**config.mk**
```make
export PLATFORM = sky130hd
export DESIGN_NAME = bcd_print_scheduler
export DESIGN_NICKNAME = d
export VERILOG_FILES = /design/src/rtl/bcd_print_scheduler.sv
export SDC_FILE = /design/constraint.sdc
export NUM_CORES = 1
export LEC_CHECK = 0
export CORE_ASPECT_RATIO = 1.25
export CORE_MARGIN = 2
export CORE_UTILIZATION = 43
export DETAILED_ROUTE_END_ITERATION = 6
export PLACE_DENSITY = 0.81
export SKIP_CTS_REPAIR_TIMING = 1
export SYNTH_ARGS = -nofsm -noshare
export SYNTH_HDL_FRONTEND = slang
export SYNTH_SLANG_ARGS = --single-unit
```
**constraint.sdc**
```tcl
create_clock -name clk -period 2 [get_ports clk]
set_input_delay 0.4 -clock clk [delete_from_list [all_inputs] [get_ports clk]]
set_output_delay 0.4 -clock clk [all_outputs]
set_load 0.01 [all_outputs]
```
**src/rtl/bcd_print_scheduler.sv**
```systemverilog
// bcd_print_scheduler: round-robin arbiter that converts one requester's value to BCD and streams it as ASCII digits plus a newline.
module bcd_print_scheduler #(
  parameter int NUM_REQ = 4,
  parameter int WIDTH   = 32,
  parameter int DIGITS  = 10
) (
  input  logic                  clk,
  input  logic                  rst_n,
  input  logic [NUM_REQ-1:0]    req,
  input  logic [NUM_REQ*WIDTH-1:0] value,
  output logic [NUM_REQ-1:0]    ack,
  output logic                  conv_start,
  output logic [WIDTH-1:0]      conv_binary,
  input  logic [DIGITS*4-1:0]   conv_bcd,
  input  logic                  conv_dv,
  output logic [7:0]            tx_data,
  output logic                  tx_new,
  input  logic                  tx_block,
  output logic                  busy
);
  localparam int GW = NUM_REQ > 1 ? $clog2(NUM_REQ) : 1;
  localparam int DW = DIGITS > 1 ? $clog2(DIGITS) : 1;
  typedef enum logic [2:0] {IDLE, START, WAIT_CONV, SEND, GAP, DONE} state_t;
  state_t state;
  logic [GW-1:0] grant, last_grant, next_grant;
  logic [NUM_REQ-1:0] hi, sel;
  logic [WIDTH-1:0] next_value;
  logic [DIGITS*4-1:0] bcd;
  logic [DW-1:0] idx, msd;
  logic [3:0] digit;
  logic [7:0] ch;
  logic nl;
  // Requesters above the last grant win first; otherwise wrap to the lowest index.
  always_comb begin
    hi = '0;
    next_grant = '0;
    next_value = '0;
    for (int k = 0; k < NUM_REQ; k++) hi[k] = req[k] && (k > int'(last_grant));
    sel = |hi ? hi : req;
    for (int k = NUM_REQ - 1; k >= 0; k--)
      if (sel[k]) begin
        next_grant = GW'(k);
        next_value = value[k*WIDTH +: WIDTH];
      end
  end
  always_comb begin
    msd = '0;
    for (int k = 0; k < DIGITS; k++) if (conv_bcd[k*4 +: 4] != 4'd0) msd = DW'(k);
  end
  assign digit = bcd[{idx, 2'b00} +: 4];
  assign ch = nl ? 8'h0A : digit > 4'd9 ? 8'h3F : {4'h3, digit};
  assign busy = state != IDLE;
  always_ff @(posedge clk) begin
    if (!rst_n) begin
      state <= IDLE;
      ack <= '0;
      conv_start <= 1'b0;
      conv_binary <= '0;
      tx_data <= '0;
      tx_new <= 1'b0;
      grant <= '0;
      last_grant <= GW'(NUM_REQ - 1);
      bcd <= '0;
      idx <= '0;
      nl <= 1'b0;
    end else begin
      ack <= '0;
      conv_start <= 1'b0;
      tx_new <= 1'b0;
      case (state)
        IDLE: if (|req) begin
          grant <= next_grant;
          conv_binary <= next_value;
          conv_start <= 1'b1;
          state <= START;
        end
        START: state <= WAIT_CONV;
        WAIT_CONV: if (conv_dv) begin
          bcd <= conv_bcd;
          idx <= msd;
          nl <= 1'b0;
          state <= SEND;
        end
        SEND: if (!tx_block) begin
          tx_new <= 1'b1;
          tx_data <= ch;
          state <= GAP;
        end
        GAP: begin
          state <= nl ? DONE : SEND;
          if (nl) ack <= NUM_REQ'(1) << grant;
          else if (idx == '0) nl <= 1'b1;
          else idx <= idx - 1'b1;
        end
        DONE: begin
          last_grant <= grant;
          state <= IDLE;
        end
        default: state <= IDLE;
      endcase
    end
  end
endmodule

```
==> results.sh, run 1 <==
export IMPL_drt_iter0_markers=208
export IMPL_cap_violations=0
export IMPL_rsz0062_at_grt="false"
export IMPL_core_um2=11700
export IMPL_dp_slack_ns=-0.239
export IMPL_synth_top_area_share_pct=36.8
export IMPL_synthFlopType="dfxtp_1"
export IMPL_hp_class="flip-flop to flip-flop"
export IMPL_floorplan_initialDensity_pct=44.2
export IMPL_layout_drive_gt1_share_pct=8.18
export IMPL_arrival_ns=2.09
export IMPL_avgSynthCellArea_um2=7.95
export IMPL_hp_start="grant[1]"
export IMPL_drc_errors=0
export IMPL_reg2reg_from="idx[0]"
export IMPL_vias=5578
export IMPL_ctsLongestPathBuffers=2
export IMPL_wl_met2_um=8600
export IMPL_crit_start="req[2]"
export IMPL_p_sw_mw=1.55
export IMPL_power_density_nw_per_um2=697
export IMPL_firstDrtPassIters=4
export IMPL_setup_viol=0
export IMPL_cts_root_buf="clkbuf_16"
export IMPL_cp_max_fo=49
export IMPL_p_leak_nw=3.37
export IMPL_layout_min_cycle_time_ns=1.85
export IMPL_synth_area_leaders="dfxtp_1 37%, nand2_1 12%, mux2i_1 7.4%, o211a_1 6.2%, a21oi_1 4.8%"
export IMPL_async_reset_ff_share_pct=0
export IMPL_cts_buffers=9
export IMPL_wl_met1_um=6490
export IMPL_required_ns=2.23
export IMPL_worst_slack_ns=0.147
export IMPL_syn_area_um2=5160
export IMPL_gp_congestion=0.942
export IMPL_yosysWarningCount=0
export IMPL_intPower_mw=4.02
export IMPL_grt_first_pass_wirelength_um=26600
export IMPL_dp_hpwl_um=13300
export IMPL_cts_sinks=95
export IMPL_wl_met3_um=1550
export IMPL_syn2layout_area_growth_pct=54.8
export IMPL_fp_dieW_um=102
export IMPL_port_buffers=220
export IMPL_r2r_cells=6
export IMPL_crit_type="primary input to flip-flop"
export IMPL_yosysTopAreaCell="dfxtp_1"
export IMPL_antenna_found_initial=2
export IMPL_worstPathCellList="clkdlybuf4s50_1 > nor2_1 > o311a_2 > buf_12 > nand2_1 > o21ai_0 > o211a_1"
export IMPL_ir_drop_uv=468
export IMPL_drv_slew=0
export IMPL_grtUsageTotal_pct=25.9
export IMPL_wl_um=17200
export IMPL_status="complete, no violations"
export IMPL_fin_util_pct=68.5
export IMPL_fillCellCount=995
export IMPL_min_period_over_period_pct=92.7
export IMPL_ys_types=50
export IMPL_end_kind="flip-flop"
export IMPL_clock_power_share_pct=31.4
export IMPL_cpMaxStageDelayCell="clkdlybuf4s50_1"
export IMPL_grt_max_degree=50
export IMPL_synth_edf_count=0
export IMPL_die_area_um2=12900
export IMPL_nets=1040
export IMPL_whs_path_depth=1
export IMPL_cts_tree="built"
export IMPL_netlist_top_cells_count="162 x nand2_1, 95 x dfxtp_1, 49 x a21oi_1, 38 x mux2i_1, 38 x o21ai_0"
export IMPL_grt_ovfl_total=0
export IMPL_startpoint_type="primary input"
export IMPL_post_synth_top_count_cell="nand2_1"
export IMPL_combinationalPowerShare_pct=30.0
export IMPL_p_seq_share_pct=38.6
export IMPL_fmax_mhz=540
export IMPL_cpPeakStageDelay_ns=0.59
export IMPL_swShare_pct=27.8
export IMPL_htreeDepth=3
export IMPL_top_layer_used="met4"
export IMPL_clkLatencyLatePin_ns=0.34
export IMPL_finalClockSkew_ns=0.00533
export IMPL_wl_per_cell_um=16.7
export IMPL_ys_ff_latch=95
export IMPL_grt_pass1_vias=5513
export IMPL_clkTransAtPathRegs_ns=0.07
export IMPL_io_pins=223
export IMPL_hold_viol=0
export IMPL_syn_inst=649
export IMPL_num_rows=44
export IMPL_yosysSeqAreaShare_pct=36.8
export IMPL_routed_via_density=5.42
export IMPL_die_height_um=126
export IMPL_power_total_mw=5.57
export IMPL_ant_nets=0
## kinds of logic (layout without fill, tap and decap cells)
| group | after synthesis | after routing | share of synthesized area (%) |
|---|---|---|---|
| AO/OA/AOI/OAI | 183 | 183 | 23.2 |
| adder cells (fa/ha/maj) | 1 | 1 | 0.242 |
| buffers and inverters | 66 | 284 | 5.94 |
| flip-flops | 95 | 95 | 36.8 |
| multiplexers | 45 | 45 | 10.4 |
| other | 1 | 3 | 0.0727 |
| AND/OR/NAND/NOR | 258 | 258 | 23.3 |
## power by group through the flow
stage          Combinational (mW)  Clock, mW  Sequential, mW
3_3_place_gp                 1.63          0            2.18
2_1_floorplan               0.807          0            2.23
3_5_place_dp                 1.67          0            2.19
4_1_cts                      1.68       1.78            2.15
5_1_grt                      1.81       1.87            2.17
6_report                     1.67       1.75            2.15
## final timing paths
kind | to | slack, ns
worst min register to register | ack[0] | 0.45
worst min-delay path | ack[0] | 0.45
worst max register to register | tx_data[3] | 0.18
worst max-delay path | conv_binary[31] | 0.15
## per-layer routing
metal  vias to the layer above  GRT usage, %
li1                       2742             -
met2                       213          46.2
met1                      2587          27.8
met3                        36          7.55
met4                         0          11.8
met5                         -             0
## through the flow
| stage | setup TNS (ns) | hold slack (ns) | instances | area, um^2 |
|---|---|---|---|---|
| finish | 0 | 0.447 | 1030 | 7990 |
| global route | 0 | 0.455 | 1029 | 7990 |
| CTS | -0.157 | 0.446 | 1029 | 7970 |
| detailed placement | -6.89 | 0.438 | 1013 | 7670 |
| global placement | -5.72 | 0.432 | 1013 | 7670 |
| floorplan | 0 | 0.415 | 650 | 5160 |
## registers in the layout, summed over array words and instances (netlist names)
name and count:
conv_start 1, idx 4, bcd 40, conv_binary 32, last_grant 2, ack 4
tx_data 5, state 3, grant 2, tx_new 1, nl 1
## worst max-delay path, delay by kind of cell
| kind | cells | cell delay (ns) |
|---|---|---|
| AO/OA/AOI/OAI | 3 | 0.71 |
| buffers and inverters | 2 | 0.78 |
| AND/OR/NAND/NOR | 2 | 0.19 |
## cell type report
class	count	area (um^2)	area share (%)
inverters	7	26.3	0.329
clock buffers	10	239	2.99
flip-flops and latches	95	1900	23.8
clock inverters	6	67.6	0.846
multi-input cells	489	2970	37.1
repair buffers	261	2580	32.4
well taps	161	201	2.52
diodes	1	2.50	0.0313
## cells in the final DEF, fill, tap and decap left out, drive strengths merged, types with 3 or more instances in the layout
master / count
o211a: 32
buf: 41
and3: 34
nor3: 8
nand3b: 4
inv: 8
mux2i: 38
nor4: 9
nor2b: 5
nand2: 162
clkbuf: 10
mux4: 7
a21oi: 49
a2bb2oi: 3
dfxtp: 95
o21a: 4
o21ai: 44
and2: 4
a31oi: 36
clkdlybuf4s50: 218
nor2: 18
Note: power is estimated with default switching activity, not from simulation.
==> inputs of run 2 (changes only) <==
--- a/config.mk
+++ b/config.mk
@@ -7,9 +7,9 @@
 export LEC_CHECK = 0
 export CORE_ASPECT_RATIO = 1.25
 export CORE_MARGIN = 2
-export CORE_UTILIZATION = 43
+export CORE_UTILIZATION = 41
 export DETAILED_ROUTE_END_ITERATION = 6
-export PLACE_DENSITY = 0.81
+export PLACE_DENSITY = 0.78
 export SKIP_CTS_REPAIR_TIMING = 1
 export SYNTH_ARGS = -nofsm -noshare
 export SYNTH_HDL_FRONTEND = slang
==> results.sh, run 2 (synthesis gave the netlist of run 1 again) <==
export IMPL_combinationalPowerShare_pct=29.8
export IMPL_r2r_setup_slack_ns=0.15
export IMPL_rsz0062_at_grt="false"
export IMPL_status="complete, no violations"
export IMPL_layout_min_cycle_time_ns=1.85
export IMPL_syn2layout_area_growth_pct=56.8
export IMPL_io_pins=223
export IMPL_reg2reg_to="tx_data[0]"
export IMPL_hp_start="grant[1]"
export IMPL_setup_viol=0
export IMPL_floorplan_initialDensity_pct=42.2
export IMPL_drv_slew=0
export IMPL_regMostFlops="bcd"
export IMPL_clkTransAtPathRegs_ns=0.07
export IMPL_cap_violations=0
export IMPL_whs_ns=0.443
export IMPL_hp_class="flip-flop to flip-flop"
export IMPL_startpoint_type="flip-flop"
export IMPL_finalClockSkew_ns=0.00583
export IMPL_fin_area_um2=8090
export IMPL_cts_tree="built"
export IMPL_ir_drop_uv=415
export IMPL_intPower_mw=4.25
export IMPL_cts_buffers=9
export IMPL_cts_root_buf="clkbuf_16"
export IMPL_layout_drive_gt1_share_pct=8.38
export IMPL_p_seq_share_pct=37.0
export IMPL_antenna_found_initial=1
export IMPL_power_total_mw=5.84
export IMPL_routed_via_density=5.43
export IMPL_required_ns=2.22
export IMPL_reg2reg_from="idx[0]"
export IMPL_placed_area_um2=7740
export IMPL_drc_errors=0
export IMPL_p_leak_nw=3.42
export IMPL_ctsLongestPathBuffers=2
export IMPL_grt_max_degree=45
export IMPL_fp_dieW_um=104
export IMPL_dp_hpwl_um=13500
export IMPL_largestRegisters="bcd x40, conv_binary x32, tx_data x5"
export IMPL_clock_power_share_pct=33.2
export IMPL_hold_viol=0
export IMPL_place_inst=1019
export IMPL_whs_path_depth=1
export IMPL_power_density_nw_per_um2=722
export IMPL_vias=5626
export IMPL_num_rows=45
export IMPL_fin_util_pct=66.2
export IMPL_cp_buffers_inverters=1
export IMPL_firstDrtPassIters=5
export IMPL_crit_type="flip-flop to flip-flop"
export IMPL_wl_um=17900
export IMPL_fmax_mhz=540
export IMPL_grt_pass1_vias=5534
export IMPL_cpPeakStageDelay_ns=0.54
export IMPL_nets=1043
export IMPL_port_buffers=220
export IMPL_die_area_um2=13500
export IMPL_cp_max_fo=3
export IMPL_die_height_um=129
export IMPL_clkLatencyLatePin_ns=0.35
export IMPL_cp_top_family="multiplexers"
export IMPL_final_cell_mix="218 x clkdlybuf4s50_1, 162 x nand2_1, 95 x dfxtp_1"
export IMPL_gp_congestion=0.983
export IMPL_grt_ovfl_total=0
export IMPL_swShare_pct=27.2
export IMPL_final_common_cell="clkdlybuf4s50_1"
export IMPL_cts_sinks=95
export IMPL_fillCellCount=1051
export IMPL_layout_cells_non_filler=1036
export IMPL_cpMaxStageDelayCell="mux4_2"
export IMPL_largest_reg_flops=40
export IMPL_worstPathCellList="buf_4 > mux4_2 > and2_1 > o311ai_1 > o211ai_1"
export IMPL_p_sw_mw=1.59
export IMPL_core_um2=12200
export IMPL_drt_iter0_markers=260
export IMPL_ant_nets=0
export IMPL_wl_per_cell_um=17.3
export IMPL_grtUsageTotal_pct=25.7
export IMPL_htreeDepth=3
export IMPL_min_period_over_period_pct=92.6
export IMPL_arrival_ns=2.07
export IMPL_grt_first_pass_wirelength_um=27800
export IMPL_end_kind="flip-flop"
export IMPL_holdPathEnd="ack[0]"
export IMPL_r2r_cells=5
run 2: changes by cell type in the layout (fill, tap and decap cells not counted), sizes merged:
cell      change
clkinv        -1
clkbuf        +2
buf           +3
clkinvlp      -1
inv           -1
bufinv        +1
run 2: power groups by stage:
stage          Combinational [mW]  Clock [mW]  Sequential, mW
6_report                     1.74        1.94            2.16
3_5_place_dp                 1.73           0            2.20
2_1_floorplan               0.807           0            2.23
5_1_grt                      1.87        2.03            2.18
3_3_place_gp                 1.69           0            2.19
4_1_cts                      1.74        1.97            2.16
run 2: how the worst max path moves through the flow:
stage                  start         endpoint  slack (ns)  cells after the start
global placement      req[3]  conv_binary[11]       -0.17                      7
CTS                 state[0]             busy       -0.13                      2
global route        state[0]           idx[3]       0.008                      6
floorplan           state[0]  conv_binary[10]        0.21                      8
detailed placement    req[3]  conv_binary[27]       -0.22                      7
finish                idx[0]       tx_data[0]        0.15                      5
run 2: metrics by stage:
step | setup TNS (ns) | setup slack, ns
floorplan | 0 | 0.206
global placement | -5.54 | -0.165
detailed placement | -6.80 | -0.219
CTS | -0.127 | -0.127
global route | 0 | 0.00767
finish | 0 | 0.149
run 2: worst register-to-register path, delay by kind of cell, from the launching register on:
| family | cells | cell delay, ns |
|---|---|---|
| muxes | 1 | 0.54 |
| DFF | 1 | 0.41 |
| AOI/OAI and AO/OA | 2 | 0.41 |
| buffers and inverters | 1 | 0.18 |
| and+or+nand+nor | 1 | 0.18 |
run 2: layout make-up:
cell class	count	area, um^2	area share [%]
Multi-Input combinational cell	489	2970	36.6
Timing Repair Buffer	264	2650	32.7
Sequential cell	95	1900	23.5
Clock buffer	12	267	3.29
Tap cell	164	205	2.54
Clock inverter	4	76.3	0.943
Inverter	7	26.3	0.325
Antenna cell	1	2.50	0.0309
run 2: metal layers:
metal	track usage (%)	vias up	part of all wire, %	wire length, um
li1	-	2752	-	-
met1	27.6	2596	39	7030
met2	48.3	241	51	9090
met3	6.09	37	7.1	1260
met4	10.7	0	2.8	503
met5	0	-	0	0
==> inputs of run 3 (changes only) <==
--- a/config.mk
+++ b/config.mk
@@ -9,7 +9,7 @@
 export CORE_MARGIN = 2
 export CORE_UTILIZATION = 41
 export DETAILED_ROUTE_END_ITERATION = 6
-export PLACE_DENSITY = 0.78
+export DONT_BUFFER_PORTS = 1
 export SKIP_CTS_REPAIR_TIMING = 1
 export SYNTH_ARGS = -nofsm -noshare
 export SYNTH_HDL_FRONTEND = slang
==> results.sh, run 3 (synthesis gave the netlist of run 1 again) <==
export IMPL_diodes=0
export IMPL_worstPathCellList="buf_4 > mux4_2 > a22oi_1 > o21ai_1 > or3b_1 > nand2_1"
export IMPL_cts_root_buf="clkbuf_16"
export IMPL_clock_power_share_pct=33.0
export IMPL_worst_slack_ns=0.182
export IMPL_hold_viol=0
export IMPL_clkTransAtPathRegs_ns=0.07
export IMPL_io_pins=223
export IMPL_cp_depth=6
export IMPL_fmax_mhz=550
export IMPL_power_density_nw_per_um2=849
export IMPL_grt_pass1_vias=4504
export IMPL_required_ns=2.23
export IMPL_drc_errors=0
export IMPL_whs_ns=0.164
export IMPL_setup_viol=0
export IMPL_combinationalPowerShare_pct=19.7
export IMPL_port_buffers=0
export IMPL_min_period_over_period_pct=90.9
export IMPL_fp_dieW_um=104
export IMPL_largest_reg_flops=40
export IMPL_whs_path_depth=1
export IMPL_clkLatencyLatePin_ns=0.34
export IMPL_wl_um=14700
export IMPL_use_met2_pct=39.0
export IMPL_cpMaxStageDelayCell="mux4_2"
export IMPL_drv_slew=0
export IMPL_grt_max_degree=65
export IMPL_drt_iter0_markers=286
export IMPL_met1_usage_pct=23.4
export IMPL_cts_sinks=95
export IMPL_final_cell_mix="162 x nand2_1, 95 x dfxtp_1, 49 x a21oi_1"
export IMPL_nets=798
export IMPL_crit_start="idx[0]"
export IMPL_arrival_ns=2.05
export IMPL_reg2reg_to="tx_data[2]"
export IMPL_regMostFlops="bcd"
export IMPL_power_total_mw=4.71
export IMPL_p_leak_nw=2.37
export IMPL_swShare_pct=29.2
export IMPL_relSlewSlack_pct=60.6
export IMPL_wl_per_cell_um=18.6
export IMPL_layout_cells_non_filler=790
export IMPL_dp_slack_ns=0.194
export IMPL_p_seq_share_pct=47.3
export IMPL_r2r_setup_slack_ns=0.18
export IMPL_htreeDepth=3
export IMPL_ir_drop_uv=354
export IMPL_cap_violations=0
export IMPL_fillCellCount=1259
export IMPL_ant_nets=0
export IMPL_cts_tree="built"
export IMPL_cp_max_fo=8
export IMPL_r2r_cells=6
export IMPL_grt_first_pass_wirelength_um=22900
export IMPL_die_area_um2=13500
export IMPL_hp_class="primary input to flip-flop"
export IMPL_core_um2=12200
export IMPL_cp_top_family="multiplexers"
export IMPL_final_common_cell="nand2_1"
export IMPL_top_usage_layer="met2"
export IMPL_layout_drive_gt1_share_pct=7.03
export IMPL_grtUsageTotal_pct=21.3
export IMPL_p_sw_mw=1.38
export IMPL_cts_buffers=9
export IMPL_crit_type="flip-flop to flip-flop"
export IMPL_finalClockSkew_ns=0.00570
export IMPL_endpoint="tx_data[2]"
export IMPL_grt_ovfl_total=0
export IMPL_grt_util_met3_pct=6.14
export IMPL_cpPeakStageDelay_ns=0.52
export IMPL_largestRegisters="bcd x40, conv_binary x32, tx_data x5"
export IMPL_rsz0062_at_grt="false"
export IMPL_firstDrtPassIters=5
export IMPL_layout_min_cycle_time_ns=1.82
export IMPL_startpoint_type="flip-flop"
export IMPL_num_rows=45
export IMPL_gp_congestion=0.891
export IMPL_syn2layout_area_growth_pct=7.56
export IMPL_routed_via_density=5.78
export IMPL_vias=4569
export IMPL_die_height_um=129
export IMPL_finalSetupTns_ns=0
export IMPL_status="complete, no violations"
export IMPL_tightest_slew_ns=0.586
export IMPL_intPower_mw=3.34
export IMPL_antenna_found_initial=0
export IMPL_cp_buffers_inverters=1
export IMPL_ctsLongestPathBuffers=2
export IMPL_end_kind="flip-flop"
export IMPL_place_inst=774
export IMPL_dp_hpwl_um=10800
export IMPL_floorplan_initialDensity_pct=42.2
export IMPL_reg2reg_from="idx[0]"
==> run 3: area by class of cell <==
| class | instances | area (um^2) | share of cell area, % |
|---|---|---|---|
| clock inverters | 3 | 20.0 | 0.361 |
| inverters | 7 | 26.3 | 0.473 |
| clock buffers | 13 | 240 | 4.33 |
| flip-flops and latches | 95 | 1900 | 34.3 |
| repair buffers | 19 | 193 | 3.47 |
| well taps | 164 | 205 | 3.70 |
| multi-input cells | 489 | 2970 | 53.4 |
==> run 3: worst register-to-register path, cell delays in order, from the launching register on <==
cell     delay [ns]
dfxtp_1        0.42
buf_4          0.23
mux4_2         0.52
a22oi_1        0.17
o21ai_1        0.14
or3b_1         0.19
nand2_1        0.05
==> run 3: worst min path at each step <==
stage	start	to	slack, ns
floorplan	grant[1]	ack[0]	0.42
global placement	bcd[39]	bcd[39]	0.44
detailed placement	grant[1]	ack[0]	0.44
CTS	rst_n	last_grant[0]	0.12
global route	rst_n	last_grant[0]	0.14
finish	rst_n	last_grant[0]	0.16
==> run 3: metrics by stage <==
step	instance area (um^2)	util, %
6_report	5550	45.4
3_5_place_dp	5290	43.3
2_1_floorplan	5160	-
3_3_place_gp	5290	43.3
5_1_grt	5550	45.4
4_1_cts	5550	45.4
==> run 3: power groups by stage <==
stage / combinational, mW / clock (mW) / sequential (mW)
6_report: 0.926 / 1.56 / 2.23
2_1_floorplan: 0.807 / 0 / 2.23
4_1_cts: 0.933 / 1.62 / 2.23
5_1_grt: 1.03 / 1.70 / 2.25
3_3_place_gp: 0.903 / 0 / 2.27
3_5_place_dp: 0.931 / 0 / 2.27
==> run 3: routing by layer <==
layer / vias to the layer above / share of wire (%) / wire (um)
met4: 0 / 2.7 / 402
met2: 178 / 51 / 7480
met5: - / 0 / 0
li1: 2252 / - / -
met1: 2117 / 39 / 5760
met3: 22 / 7.0 / 1020
